===== config.mk =====
export PLATFORM = sky130hd
export DESIGN_NAME = timer_flat
export DESIGN_NICKNAME = d
export VERILOG_FILES = /design/src/rtl/timer_pkg.sv /design/src/rtl/timer_if.sv /design/src/rtl/timer_prescaler.sv /design/src/rtl/timer.sv /design/src/flat_wrapper.sv
export SDC_FILE = /design/constraint.sdc
export NUM_CORES = 1
export LEC_CHECK = 0
export BUFFER_PORTS_ARGS = -buffer_cell sky130_fd_sc_hd__buf_2
export CAP_MARGIN = 0
export CORE_MARGIN = 2
export CORE_UTILIZATION = 53
export CTS_CLUSTER_DIAMETER = 80
export CTS_CLUSTER_SIZE = 8
export DETAILED_ROUTE_END_ITERATION = 12
export HOLD_SLACK_MARGIN = 0.06
export PLACE_DENSITY = 0.8
export RECOVER_POWER = 25
export SLEW_MARGIN = 10
export SYNTH_ARGS = -nofsm -noshare
export SYNTH_HDL_FRONTEND = slang
export SYNTH_HIERARCHICAL = 1
export SYNTH_SLANG_ARGS = --single-unit

===== constraint.sdc =====
create_clock -name CLK -period 2.4 [get_ports CLK]
set_clock_uncertainty 0.2 [all_clocks]
set_input_delay 0.12 -clock CLK [delete_from_list [all_inputs] [get_ports CLK]]
set_output_delay 0.12 -clock CLK [all_outputs]
set_load 0.05 [all_outputs]

===== src/rtl/timer_pkg.sv =====
// Shared definitions for the timer peripheral: register offsets and CTRL field layout.
package timer_pkg;

    localparam int unsigned TMR_BITS = 16;

    typedef enum logic [2:0] {
        TMR_CTRL     = 3'd0,
        TMR_PRESCALE = 3'd1,
        TMR_LOAD     = 3'd2,
        TMR_COUNT    = 3'd3,
        TMR_STATUS   = 3'd4,
        TMR_RSV5     = 3'd5,
        TMR_RSV6     = 3'd6,
        TMR_RSV7     = 3'd7
    } tmr_reg_e;

    // Packed so that bit 0 is EN, matching the software-visible CTRL layout.
    typedef struct packed {
        logic out_en;
        logic irq_en;
        logic mode;
        logic en;
    } tmr_ctrl_t;

endpackage


===== src/rtl/timer_if.sv =====
// Peripheral bus between the memory controller and the timer, plus the timer's IRQ/TOUT lines.
interface timer_if
    import timer_pkg::*;
#(
    parameter int unsigned BITS = TMR_BITS
) ();

    logic [7:0]      ADDRESS;
    logic [BITS-1:0] DATA_IN;
    logic [BITS-1:0] DATA_OUT;
    logic            WRb;
    logic            IRQ;
    logic            TOUT;

    modport master (
        output ADDRESS,
        output DATA_IN,
        output WRb,
        input  DATA_OUT,
        input  IRQ,
        input  TOUT
    );

    modport slave (
        input  ADDRESS,
        input  DATA_IN,
        input  WRb,
        output DATA_OUT,
        output IRQ,
        output TOUT
    );

endinterface


===== src/rtl/timer_prescaler.sv =====
// Prescaler for the timer: counts up while enabled and emits a one-cycle TICK every DIV+1 cycles.
module timer_prescaler #(
    parameter int unsigned BITS = 16
) (
    input  logic            CLK,
    input  logic            RST,
    input  logic            EN,
    input  logic            RESTART,
    input  logic [BITS-1:0] DIV,
    output logic            TICK
);

    logic [BITS-1:0] pre_cnt_q, pre_cnt_d;

    always_comb begin
        TICK      = EN && (pre_cnt_q == DIV);
        pre_cnt_d = pre_cnt_q + BITS'(1);
        if (!EN || RESTART || TICK) begin
            pre_cnt_d = '0;
        end
    end

    always_ff @(posedge CLK) begin
        if (RST) begin
            pre_cnt_q <= '0;
        end else begin
            pre_cnt_q <= pre_cnt_d;
        end
    end

endmodule


===== src/rtl/timer.sv =====
// Memory-mapped down-counting timer: register file, reload/expiry logic and combinational read mux.
module timer
    import timer_pkg::*;
#(
    parameter int unsigned BITS     = TMR_BITS,
    parameter int unsigned CLK_FREQ = 10000000
) (
    input  logic    CLK,
    input  logic    RST,
    timer_if.slave  bus
);

    localparam int unsigned CTRL_W = $bits(tmr_ctrl_t);

    tmr_ctrl_t       ctrl_q, ctrl_d;
    logic [BITS-1:0] prescale_q, prescale_d;
    logic [BITS-1:0] load_q, load_d;
    logic [BITS-1:0] count_q, count_d;
    logic            exp_q, exp_d;
    logic            tout_q, tout_d;

    tmr_reg_e        sel;
    tmr_ctrl_t       wr_ctrl;
    logic            wr;
    logic            tick;
    logic            expire;
    logic            restart;
    logic [BITS-1:0] rdata;

    always_comb begin
        sel     = tmr_reg_e'(bus.ADDRESS[2:0]);
        wr      = ~bus.WRb;
        wr_ctrl = tmr_ctrl_t'(bus.DATA_IN[CTRL_W-1:0]);
        expire  = tick && (count_q == '0);
        restart = wr && (((sel == TMR_CTRL) && wr_ctrl.en && !ctrl_q.en) ||
                         (sel == TMR_PRESCALE));
    end

    timer_prescaler #(.BITS(BITS)) u_prescaler (
        .CLK     (CLK),
        .RST     (RST),
        .EN      (ctrl_q.en),
        .RESTART (restart),
        .DIV     (prescale_q),
        .TICK    (tick)
    );

    // Bus writes are applied after the tick/expiry updates so a same-edge write overrides them,
    // except that a STATUS clear must not swallow a simultaneous expiry.
    always_comb begin
        ctrl_d     = ctrl_q;
        prescale_d = prescale_q;
        load_d     = load_q;
        count_d    = count_q;
        exp_d      = exp_q;
        tout_d     = tout_q;

        if (tick) begin
            if (count_q != '0) begin
                count_d = count_q - BITS'(1);
            end else if (!ctrl_q.mode) begin
                count_d = load_q;
            end
        end

        if (expire) begin
            exp_d = 1'b1;
            if (ctrl_q.out_en) begin
                tout_d = ~tout_q;
            end
            if (ctrl_q.mode) begin
                ctrl_d.en = 1'b0;
            end
        end

        if (wr) begin
            case (sel)
                TMR_CTRL:     ctrl_d     = wr_ctrl;
                TMR_PRESCALE: prescale_d = bus.DATA_IN;
                TMR_LOAD:     load_d     = bus.DATA_IN;
                TMR_COUNT:    count_d    = bus.DATA_IN;
                TMR_STATUS: begin
                    if (bus.DATA_IN[0] && !expire) begin
                        exp_d = 1'b0;
                    end
                end
                default: ;
            endcase
        end
    end

    always_ff @(posedge CLK) begin
        if (RST) begin
            ctrl_q     <= '0;
            prescale_q <= '0;
            load_q     <= '0;
            count_q    <= '0;
            exp_q      <= 1'b0;
            tout_q     <= 1'b0;
        end else begin
            ctrl_q     <= ctrl_d;
            prescale_q <= prescale_d;
            load_q     <= load_d;
            count_q    <= count_d;
            exp_q      <= exp_d;
            tout_q     <= tout_d;
        end
    end

    always_comb begin
        rdata = '0;
        case (sel)
            TMR_CTRL:     rdata[CTRL_W-1:0] = ctrl_q;
            TMR_PRESCALE: rdata             = prescale_q;
            TMR_LOAD:     rdata             = load_q;
            TMR_COUNT:    rdata             = count_q;
            TMR_STATUS:   rdata[0]          = exp_q;
            default:      rdata             = '0;
        endcase
    end

    assign bus.DATA_OUT = rdata;
    assign bus.IRQ      = exp_q & ctrl_q.irq_en;
    assign bus.TOUT     = tout_q;

    // Upper address bits alias; CLK_FREQ is documentation only.
    logic unused_ok;
    assign unused_ok = ^{bus.ADDRESS[7:3], CLK_FREQ[0]};

endmodule


===== src/flat_wrapper.sv =====
// flat-port wrapper written by rule: the top's interface ports become plain ports
module timer_flat import timer_pkg::*;
#(
    parameter int unsigned BITS     = TMR_BITS,
    parameter int unsigned CLK_FREQ = 10000000
)
  (CLK, RST, bus_ADDRESS, bus_DATA_IN, bus_WRb, bus_DATA_OUT, bus_IRQ, bus_TOUT);
  timer_if #(.BITS(BITS)) bus_i ();
  input  logic CLK;
  input  logic RST;
  input wire logic [$bits(bus_i.ADDRESS)-1:0] bus_ADDRESS;
  input wire logic [$bits(bus_i.DATA_IN)-1:0] bus_DATA_IN;
  input wire logic [$bits(bus_i.WRb)-1:0] bus_WRb;
  output wire logic [$bits(bus_i.DATA_OUT)-1:0] bus_DATA_OUT;
  output wire logic [$bits(bus_i.IRQ)-1:0] bus_IRQ;
  output wire logic [$bits(bus_i.TOUT)-1:0] bus_TOUT;
  assign bus_i.ADDRESS = bus_ADDRESS;
  assign bus_i.DATA_IN = bus_DATA_IN;
  assign bus_i.WRb = bus_WRb;
  assign bus_DATA_OUT = bus_i.DATA_OUT;
  assign bus_IRQ = bus_i.IRQ;
  assign bus_TOUT = bus_i.TOUT;
  timer #(.BITS(BITS), .CLK_FREQ(CLK_FREQ)) u_core (.CLK(CLK), .RST(RST), .bus(bus_i));
endmodule

==> impl_metrics.env <==
export IMPL_placed_cells_incl_taps=639
export IMPL_ant_nets=0
export IMPL_netlist_area_mm2=0.00400
export IMPL_cp_arrival_ps=2450
export IMPL_r2r_slack_ps=100
export IMPL_synth_top_family_by_area="simple AND/OR/NAND/NOR gates"
export IMPL_die_w_um=90.9
export IMPL_layout_drive_gt1_share_pct=22.2
export IMPL_ioPinCount=45
export IMPL_critPathKind="in -> reg"
export IMPL_post_route_util_pct=66.9
export IMPL_grt_pass1_vias=3957
export IMPL_fin_area_mm2=0.00488
export IMPL_synthArstFlopShare_pct=0
export IMPL_synth_compound_area_share_pct=16.7
export IMPL_clkSlewWorstSetupHoldPaths_ps=80
export IMPL_gp_congestion=0.929
export IMPL_cp_slowest_cell="dlygate4sd3_1"
export IMPL_drc=0
export IMPL_grt_overflow=0
export IMPL_worstPathMaxFanout=16
export IMPL_synth_area_per_cell_um2=8.10
export IMPL_whs_path_depth=4
export IMPL_htree_num_levels=3
export IMPL_cp_common_cell="dlygate4sd3_1"
export IMPL_start_util_pct=54.9
export IMPL_yosys_area_share_adder_pct=0.938
export IMPL_n_antenna_cell=0
export IMPL_p_per_area_mw_per_mm2=605
export IMPL_cts_root_buffer="clkbuf_8"
export IMPL_clock_latency_ps=350
export IMPL_min_path_type="in -> reg"
export IMPL_cp_end_kind="register"
export IMPL_hold_violations=0
export IMPL_crit_chain="dlygate4sd3_1 -> buf_2 -> nor4b_1 -> buf_4 -> nand2_1 -> a21oi_1 -> dlygate4sd3_1"
export IMPL_max_cap_violations=0
export IMPL_grt_usage_pct=28.7
export IMPL_antenna_found_initial=0
export IMPL_die_height_um=90.9
export IMPL_syn_nets=524
export IMPL_grt_pass1_wl_um=19000
export IMPL_max_freq_mhz=424
export IMPL_grt_max_degree=28
export IMPL_synth_yosys_warnings=6
export IMPL_vias_per_cell=6.11
export IMPL_ys_flop_type="dfxtp_1"
export IMPL_ys_seq_elements=70
export IMPL_synth_enable_flop_cells=0
export IMPL_min_period_ps=2360
export IMPL_tightestPinTransition_ps=892
export IMPL_port_buffers=39
export IMPL_whs_ps=88.6
export IMPL_area_growth_pct=21.9
export IMPL_ys_types=63
export IMPL_dieArea_mm2=0.00826
export IMPL_wl_per_cell_um=17.5
export IMPL_r2r_start="u_core/count_q[0]$_SDFF_PP0_"
export IMPL_nets=601
export IMPL_critical_path_startpoint_type="input port"
export IMPL_yosysSeqAreaShare_pct=35.0
export IMPL_wl_um=11800
export IMPL_clock_sinks=70
export IMPL_fillers=634
export IMPL_netlist_instances=494
export IMPL_r2r_cells=8
export IMPL_yosys_area_share_simple_pct=28.5
export IMPL_leakagePower_uw=0.00179
export IMPL_slew_viol_final=0
export IMPL_synthMuxAreaShare_pct=6.60
export IMPL_clock_path_buffers=2
export IMPL_cpPeakStageDelay_ps=590
export IMPL_synth_xor_area_share_pct=7.22
export IMPL_coreArea_mm2=0.00729
export IMPL_outcome="completed"
export IMPL_post_dp_hpwl_um=8070
export IMPL_setup_violations=0
export IMPL_fin_crit_sh_pct=98.3
export IMPL_cts_tree="built"
export IMPL_vias=4124
export IMPL_drt_pass1_iter_count=5
export IMPL_rows=31
export IMPL_numCtsBuffers=9
export IMPL_instances_no_fill=675
export IMPL_slew_headroom_pct=40.3
export IMPL_hold_start="bus_WRb"
export IMPL_max_vdd_ir_drop_v=0.000387
export IMPL_min_to="u_core/ctrl_q[0]$_SDFF_PP0_"
export IMPL_required_ps=2500
export IMPL_dpl_cell_area_mm2=0.00447
export IMPL_drt_iter0_markers=373
export IMPL_grt_setup_unrepaired="yes"
export IMPL_timing_rr_end="u_core/count_q[9]$_SDFF_PP0_"
-- sequential cells by signal, indices dropped and copies added, names as in the netlist --
register / cells
u_core/count_q: 16
u_core/u_prescaler/pre_cnt_q: 16
u_core/load_q: 16
u_core/ctrl_q: 4
u_core/bus.TOUT: 1
u_core/prescale_q: 16
u_core/exp_q: 1
-- where the power goes --
group	total [uW]	internal, uW	switching (uW)
sequential	1230	1190	37.8
clock	1040	583	458
combinational	682	294	388
total	2950	2070	884
-- timing repair --
item / in CTS / in global routing
endpoints found under the hold margin: 53 / 0
hold buffers: 20 / 0
setup endpoints to repair: 0 / 6
buffers inserted: 0 / 0
gates resized for setup: 0 / 2
-- cells in the final DEF, fill, tap and decap left out, drive strengths merged, types with 12 or more instances in the layout --
master / instances
nand2: 90
buf: 76
dfxtp: 70
a21oi: 49
nor2: 39
xnor2: 27
nor3: 26
dlygate4sd3: 20
o21ai: 13
clkbuf: 13
a22oi: 12
nor4: 12
-- area by class of cell --
| type | instances | area (um^2) | area share, % |
|---|---|---|---|
| repair buffers | 99 | 702 | 14.4 |
| clock inverters | 6 | 86.3 | 1.77 |
| clock buffers | 10 | 128 | 2.61 |
| flip-flops and latches | 70 | 1400 | 28.7 |
| multi-input cells | 381 | 2400 | 49.2 |
| well taps | 99 | 124 | 2.54 |
| inverters | 10 | 37.5 | 0.769 |
-- through the flow --
step	TNS [ps]	worst slack [ps]	total power, uW
2_1_floorplan	0	12.6	1680
3_3_place_gp	0	161	1870
3_5_place_dp	0	90.2	1880
4_1_cts	0	87.4	2940
5_1_grt	-15.1	-15.1	3070
6_report	0	41.7	2950
-- cells by family after synthesis --
logic type,after synthesis
AND/OR/NAND/NOR,220
AO/OA/AOI/OAI,105
flip-flops,70
buffers and inverters,43
XOR/XNOR,33
multiplexers,20
adder cells (fa/ha/maj),3
-- synth_stat cells, drive strengths merged (3+ instances only) --
library cell   n  area share, %
and3           5           0.78
nand3b         3           0.66
mux2i          5            1.3
a32o           4            1.0
xnor2         27            5.9
o31ai          4           0.88
mux2          11            3.1
nand2b         3           0.47
a22oi         12            2.3
inv           10           0.94
clkbuf        23            2.2
nand4          8            1.6
nand3         11            1.4
nor2b          6           0.94
a311oi         3           0.66
mux4           4            2.3
nor3b          7            1.4
nor4          12            2.4
dfxtp         70             35
a21oi         49            6.2
buf           10            2.0
nor2          39            3.7
o21ai         13            1.6
nand2         90            8.4
nor3          26            4.4
xor2           6            1.3
a21o           3           0.56
ha             3           0.94
-- routing by layer --
layer  routed length (um)  global-route usage [%]
met5                    0                       0
met4                  527                    16.7
met3                  834                    3.76
met2                 5550                    46.8
met1                 4940                    36.5
-- how the worst max path moves through the flow --
stage	endpoint	start	slack, ps	cells past startpoint
floorplan	u_core/count_q[11]$_SDFF_PP0_	u_core/u_prescaler/pre_cnt_q[3]$_SDFF_PP0_	10	11
global placement	u_core/count_q[0]$_SDFF_PP0_	u_core/prescale_q[3]$_SDFFE_PP0P_	160	8
detailed placement	u_core/count_q[0]$_SDFF_PP0_	u_core/u_prescaler/pre_cnt_q[10]$_SDFF_PP0_	90	8
CTS	u_core/count_q[1]$_SDFF_PP0_	u_core/u_prescaler/pre_cnt_q[10]$_SDFF_PP0_	90	8
global route	u_core/count_q[1]$_SDFF_PP0_	u_core/prescale_q[3]$_SDFFE_PP0P_	-20	8
finish	u_core/load_q[15]$_SDFFE_PP0P_	bus_ADDRESS[1]	40	7
-- critical path, delay by kind of cell --
family                 cells  cell delay (ps)
AOI/OAI and AO/OA          1              190
buffers and inverters      4             1660
and+or+nand+nor            2              480
No activity file was read; power rests on OpenSTA's default activity.
